<file path="config.mk">
export PLATFORM = sky130hd
export DESIGN_NAME = store_narrow_serializer_flat
export DESIGN_NICKNAME = d
export VERILOG_FILES = /design/src/rtl/store_narrow_serializer_if.sv /design/src/rtl/store_narrow_serializer.sv /design/src/flat_wrapper.sv
export SDC_FILE = /design/constraint.sdc
export NUM_CORES = 1
export LEC_CHECK = 0
export CAP_MARGIN = 20
export CORE_MARGIN = 10
export CORE_UTILIZATION = 40
export CTS_CLUSTER_SIZE = 12
export DETAILED_ROUTE_END_ITERATION = 16
export DONT_BUFFER_PORTS = 1
export PLACE_DENSITY_LB_ADDON = 0.15
export SLEW_MARGIN = 10
export SYNTH_ARGS = -nofsm -noshare
export SYNTH_HDL_FRONTEND = slang
export SYNTH_SLANG_ARGS = --single-unit
</file>
<file path="constraint.sdc">
create_clock -name clk -period 4.4 [get_ports clk]
set_input_delay 0.66 -clock clk [delete_from_list [all_inputs] [get_ports clk]]
set_output_delay 0.66 -clock clk [all_outputs]
set_load 0.05 [all_outputs]
</file>
<file path="src/rtl/store_narrow_serializer_if.sv">
// Store-path bus between the EX/MEM stage and the data-memory write port.
//   req_*     : one store request (64-bit value, byte address, size, signedness)
//   mem_*     : narrow little-endian write beats, BEAT_BYTES lanes wide
//   done      : one-cycle completion pulse
//   trunc_err : truncation status, meaningful only while done=1
// Modports:
//   master : the requester / memory model (drives req_*, mem_ready)
//   slave  : the serializer (drives req_ready, mem_* outputs, done, trunc_err)
interface store_narrow_serializer_if #(
  parameter int BEAT_BYTES = 1
);
  logic                    req_valid;
  logic                    req_ready;
  logic [63:0]             req_data;
  logic [63:0]             req_addr;
  logic [1:0]              req_size;
  logic                    req_signed;
  logic                    mem_valid;
  logic                    mem_ready;
  logic [63:0]             mem_addr;
  logic [8*BEAT_BYTES-1:0] mem_wdata;
  logic [BEAT_BYTES-1:0]   mem_be;
  logic                    mem_last;
  logic                    done;
  logic                    trunc_err;

  modport master (
    output req_valid, req_data, req_addr, req_size, req_signed, mem_ready,
    input  req_ready, mem_valid, mem_addr, mem_wdata, mem_be, mem_last,
           done, trunc_err
  );

  modport slave (
    input  req_valid, req_data, req_addr, req_size, req_signed, mem_ready,
    output req_ready, mem_valid, mem_addr, mem_wdata, mem_be, mem_last,
           done, trunc_err
  );
endinterface

</file>
<file path="src/rtl/store_narrow_serializer.sv">
// store_narrow_serializer
// Narrows a 64-bit store value to 1/2/4/8 bytes, flags an invalid sign/zero
// extension in the discarded upper bits, and streams the kept bytes
// little-endian as BEAT_BYTES-wide beats on a valid/ready write port.
// Ports:
//   clk   : clock, all state on the rising edge
//   reset : asynchronous active-high reset
//   bus   : store_narrow_serializer_if.slave (request side + memory beat side)
// Parameter BEAT_BYTES: bytes per memory beat, one of 1,2,4,8.
module store_narrow_serializer #(
  parameter int BEAT_BYTES = 1
) (
  input  logic                        clk,
  input  logic                        reset,
  store_narrow_serializer_if.slave    bus
);

  generate
    if (!(BEAT_BYTES == 1 || BEAT_BYTES == 2 || BEAT_BYTES == 4 || BEAT_BYTES == 8)) begin : g_bad_beat_bytes
      $error("store_narrow_serializer: BEAT_BYTES must be 1, 2, 4 or 8");
    end
  endgenerate

  localparam int BB_LOG = (BEAT_BYTES == 1) ? 0 :
                          (BEAT_BYTES == 2) ? 1 :
                          (BEAT_BYTES == 4) ? 2 : 3;

  typedef enum logic [1:0] {IDLE, SEND, DONE} state_t;

  state_t      state_reg, state_next;
  logic [63:0] data_reg;
  logic [63:0] addr_reg;
  logic [1:0]  size_reg;
  logic        err_reg;
  logic [2:0]  beat_reg, beat_next;
  logic        capture;
  logic        send_active;
  logic [2:0]  last_beat;
  logic [3:0]  n_bytes;
  logic        err_calc;

  // Truncation is legal iff re-extending the kept bytes reproduces the value.
  function automatic logic ext_error(input logic [63:0] d, input logic [1:0] s,
                                     input logic sg);
    logic [63:0] ext;
    case (s)
      2'd0:    ext = sg ? {{56{d[7]}},  d[7:0]}  : {56'd0, d[7:0]};
      2'd1:    ext = sg ? {{48{d[15]}}, d[15:0]} : {48'd0, d[15:0]};
      2'd2:    ext = sg ? {{32{d[31]}}, d[31:0]} : {32'd0, d[31:0]};
      default: ext = d;
    endcase
    return ext != d;
  endfunction

  assign err_calc = ext_error(bus.req_data, bus.req_size, bus.req_signed);
  assign n_bytes  = 4'd1 << size_reg;

  // Index of the final beat: N/BEAT_BYTES - 1, or 0 when the store fits one beat.
  always_comb begin
    last_beat = 3'd0;
    if (int'(size_reg) > BB_LOG) begin
      last_beat = 3'((1 << (int'(size_reg) - BB_LOG)) - 1);
    end
  end

  // State and datapath registers.
  always_ff @(posedge clk or posedge reset) begin
    if (reset) begin
      state_reg <= IDLE;
      beat_reg  <= 3'd0;
      data_reg  <= 64'd0;
      addr_reg  <= 64'd0;
      size_reg  <= 2'd0;
      err_reg   <= 1'b0;
    end else begin
      state_reg <= state_next;
      beat_reg  <= beat_next;
      if (capture) begin
        data_reg <= bus.req_data;
        addr_reg <= bus.req_addr;
        size_reg <= bus.req_size;
        err_reg  <= err_calc;
      end
    end
  end

  // Next-state and control outputs.
  always_comb begin
    state_next    = state_reg;
    beat_next     = beat_reg;
    capture       = 1'b0;
    send_active   = 1'b0;
    bus.req_ready = 1'b0;
    bus.done      = 1'b0;
    case (state_reg)
      IDLE: begin
        bus.req_ready = 1'b1;
        if (bus.req_valid) begin
          capture    = 1'b1;
          beat_next  = 3'd0;
          state_next = SEND;
        end
      end
      SEND: begin
        send_active = 1'b1;
        if (bus.mem_ready) begin
          if (beat_reg == last_beat) begin
            state_next = DONE;
          end else begin
            beat_next = beat_reg + 3'd1;
          end
        end
      end
      DONE: begin
        bus.done   = 1'b1;
        state_next = IDLE;
      end
      default: state_next = IDLE;
    endcase
  end

  assign bus.mem_valid = send_active;
  assign bus.mem_last  = send_active && (beat_reg == last_beat);
  assign bus.trunc_err = bus.done && err_reg;
  assign bus.mem_addr  = send_active ? (addr_reg + 64'(beat_reg) * 64'(BEAT_BYTES)) : 64'd0;

  // Per-lane byte steering. A lane is live only when the store has that many
  // bytes; short stores leave upper lanes disabled and zeroed.
  logic [BEAT_BYTES-1:0]   lane_en;
  logic [8*BEAT_BYTES-1:0] wdata_w;

  genvar gi;
  generate
    for (gi = 0; gi < BEAT_BYTES; gi++) begin : g_lane
      logic [2:0] byte_idx;
      assign byte_idx = 3'(int'(beat_reg) * BEAT_BYTES + gi);
      assign lane_en[gi] = send_active && (4'(gi) < n_bytes);
      assign wdata_w[8*gi +: 8] = lane_en[gi] ? data_reg[{byte_idx, 3'b000} +: 8] : 8'd0;
    end
  endgenerate

  assign bus.mem_be    = lane_en;
  assign bus.mem_wdata = wdata_w;

endmodule

</file>
<file path="src/flat_wrapper.sv">
// flat-port wrapper written by rule: the top's interface ports become plain ports
module store_narrow_serializer_flat 
#(
  parameter int BEAT_BYTES = 1
)
  (clk, reset, bus_req_valid, bus_req_data, bus_req_addr, bus_req_size, bus_req_signed, bus_mem_ready, bus_req_ready, bus_mem_valid, bus_mem_addr, bus_mem_wdata, bus_mem_be, bus_mem_last, bus_done, bus_trunc_err);
  store_narrow_serializer_if #(.BEAT_BYTES(BEAT_BYTES)) bus_i ();
  input  logic clk;
  input  logic reset;
  input wire logic [$bits(bus_i.req_valid)-1:0] bus_req_valid;
  input wire logic [$bits(bus_i.req_data)-1:0] bus_req_data;
  input wire logic [$bits(bus_i.req_addr)-1:0] bus_req_addr;
  input wire logic [$bits(bus_i.req_size)-1:0] bus_req_size;
  input wire logic [$bits(bus_i.req_signed)-1:0] bus_req_signed;
  input wire logic [$bits(bus_i.mem_ready)-1:0] bus_mem_ready;
  output wire logic [$bits(bus_i.req_ready)-1:0] bus_req_ready;
  output wire logic [$bits(bus_i.mem_valid)-1:0] bus_mem_valid;
  output wire logic [$bits(bus_i.mem_addr)-1:0] bus_mem_addr;
  output wire logic [$bits(bus_i.mem_wdata)-1:0] bus_mem_wdata;
  output wire logic [$bits(bus_i.mem_be)-1:0] bus_mem_be;
  output wire logic [$bits(bus_i.mem_last)-1:0] bus_mem_last;
  output wire logic [$bits(bus_i.done)-1:0] bus_done;
  output wire logic [$bits(bus_i.trunc_err)-1:0] bus_trunc_err;
  assign bus_i.req_valid = bus_req_valid;
  assign bus_i.req_data = bus_req_data;
  assign bus_i.req_addr = bus_req_addr;
  assign bus_i.req_size = bus_req_size;
  assign bus_i.req_signed = bus_req_signed;
  assign bus_i.mem_ready = bus_mem_ready;
  assign bus_req_ready = bus_i.req_ready;
  assign bus_mem_valid = bus_i.mem_valid;
  assign bus_mem_addr = bus_i.mem_addr;
  assign bus_mem_wdata = bus_i.mem_wdata;
  assign bus_mem_be = bus_i.mem_be;
  assign bus_mem_last = bus_i.mem_last;
  assign bus_done = bus_i.done;
  assign bus_trunc_err = bus_i.trunc_err;
  store_narrow_serializer #(.BEAT_BYTES(BEAT_BYTES)) u_core (.clk(clk), .reset(reset), .bus(bus_i));
endmodule
</file>
==> flow_summary.toml <==
[min_path]
hold_path.class = "in2async"

[synthesis]
synth_area_leader_cell = "dfrtp_1"
synth_area_sq_um = 7710
async_reset_ff_share_pct = 100
synth.most_common_cell = "dfrtp_1"
ys_seq_area_share_pct = 44.2
ys_warn_count = 0
yosys.cell_types.count = 45
ys_ff_latch = 136
avgSynthCellArea_sq_um = 10.6
synth_top_area_share_pct = 44.2
synthTopCellsByArea = "dfrtp_1, mux2_2, mux4_2"
synthesis.nets = 870
synthTopCellsByCount = "dfrtp_1, mux2_2, nor2_1"
synthFlopType = "dfrtp_1"
synth_edf_count = 0
synth_cells = 730

[cells_and_area]
nets = 920
syn2layout_area_growth_pct = 20.5
drive_gt1_share_pct = 34.4
multi_input_area_sq_um = 4120
ff_latch_area_sq_um = 3400
stdcell_count = 1055
fin_area_sq_um = 9290
fillCellCount = 1717
utilization_pct = 49.3

[placement]
dpl_worst_slack_ns = 0.570
gp_congestion = 0.861
dpl_cell_area_sq_um = 8670
hpwl_microns = 17200
dp.cells = 1020
io_buffers = 0

[clocking]
cts_max_level = 4
cts_buffer_depth = 2
cts_tree = "yes"
cts_buffers = 17
cts.clk_slew.worst_paths_ns = 0.07
postCtsSetupBuffers = 0
clk_latency_ns = 0.43
cts-root-buf = "clkbuf_16"
cts.sinks = 136

[power_and_ir_drop]
p_per_area_nw_per_um2 = 913
peakVddDrop_v = 0.000478
p_leak_nw = 3.50
power_mw = 8.48

[global_route]
grt_first_pass_wirelength_microns = 36700
grt-ovfl-total = 0
grt_pass1_vias = 6468
grt_max_degree = 111
grtUsageTotal_pct = 18.1
antenna_found_initial = 2

[timing]
hold_violations = 0
maxSlewViolCount = 0
skew_ns = 0.0113
max_slew.worst_pin.slew_ns = 1.05
setup_violations = 0
grt_setup_unrepaired = "no"
maxSlewHeadroom_pct = 29.6
max_freq_ghz = 0.240
fin_crit_ns = 4.17
finalWorstSetupSlack_ns = 0.232
setup_tns_ns = 0
holdWs_ns = 0.0894
fin_crit_sh_pct = 94.7

[worst_setup_path]
r2r_end = "u_core.data_reg[42]"
path_cells = "ha_1, inv_1, fa_1, nor2b_1, o2111ai_1, or4_4, or4_1, a21oi_2, buf_12"
cp.buffers_inverters = 2
worst_ep_required_time_ns = 3.74
crit_arrival_ns = 3.51
max_stage_delay_ns = 0.69
worstSetupPathType = "reg2out"
worst-r2r-cell-count = 5
r2r_slack_ns = 1.87
cp_max_fo = 12
cp-start-kind = "flop"
crit_path_end_kind = "primary output"
critPathTopFamily = "simple AND/OR/NAND/NOR gates"
slowest_stage = "or4_4"
reg2reg_from = "u_core.state_reg[0]"

[drt]
drtIter0Drc = 317
vias = 6105
vias_per_cell = 5.79
remaining_drc_errors = 0
drt_pass1_iterations = 4
wl_per_cell_microns = 21.8
totalWireLength_microns = 23000
ant_nets = 0

[status]
status = "completed"

[die]
start_util_pct = 40.9
dieArea_sq_um = 25200
rows = 50
coreArea_sq_um = 18800
io_pins = 213
die_y_microns = 159
die_w_microns = 159

[flow_run]
drv_cap = 0
-- worst reg2reg max path, delay by kind of cell (launching register included) --
family,cells,cell delay [ns]
and+or+nand+nor,2,0.93
buffers and inverters,2,0.67
DFF,1,0.44
muxes,1,0.38
-- logic make-up (layout without fill, tap and decap cells) --
logic type / count (synthesis) / in the layout / share of synthesized area, %
other: 0 / 2 / 0
DFF: 136 / 136 / 44.2
and+or+nand+nor: 252 / 252 / 17.8
adders and majority gates: 5 / 5 / 0.909
buffers and inverters: 64 / 127 / 3.36
xor gates and xnor gates: 23 / 23 / 2.61
muxes: 144 / 144 / 23.2
AOI/OAI and AO/OA: 106 / 106 / 7.95
-- power by group --
group          internal, mW  total [mW]  switching, mW
registers              1.89        2.46          0.568
clock network         0.801        1.42          0.622
logic                  1.77        4.60           2.83
-- cells in the final DEF (no fill, tap or decap), types with 17 or more instances in the layout --
cell type,instances
nor2_1,46
nand2_1,38
nor4_1,29
xnor2_1,18
nand3_1,20
inv_1,18
buf_4,60
or3_1,25
clkbuf_16,17
mux2_2,119
nand4_1,32
a21oi_1,24
dfrtp_1,136
o21ai_0,38
-- area by class of cell --
cell class                      count  share of cell area, %
Timing Repair Buffer               76                   8.38
Sequential cell                   136                   36.6
Multi-Input combinational cell    530                   44.4
Clock inverter                     15                   1.67
Inverter                           19                  0.822
Clock buffer                       17                   4.58
Tap cell                          260                   3.50
Antenna cell                        2                 0.0539
-- layer usage --
metal,part of all wire (%),track usage (%),wire [microns]
met5,0,0,0
met1,41,21.7,9400
met4,1.8,6.21,416
met3,8.2,6.43,1880
met2,49,29.4,11300
-- worst max path at each step --
stage | slack, ns | startpoint | depth (start not counted) | to
floorplan | 0.05 | u_core.beat_reg[1] | 10 | bus_mem_addr[60]
global placement | 0.67 | u_core.beat_reg[0] | 9 | bus_mem_addr[44]
detailed placement | 0.57 | u_core.beat_reg[0] | 9 | bus_mem_addr[44]
CTS | 0.1 | u_core.addr_reg[0] | 9 | bus_mem_addr[44]
global route | 0.04 | u_core.beat_reg[0] | 9 | bus_mem_addr[44]
finish | 0.23 | u_core.addr_reg[0] | 9 | bus_mem_addr[44]
-- what timing repair did --
item	in CTS	in global routing
gates resized for setup	0	1
hold buffers	0	0
setup endpoints to repair	0	2
(Power assumes the default switching activity.)
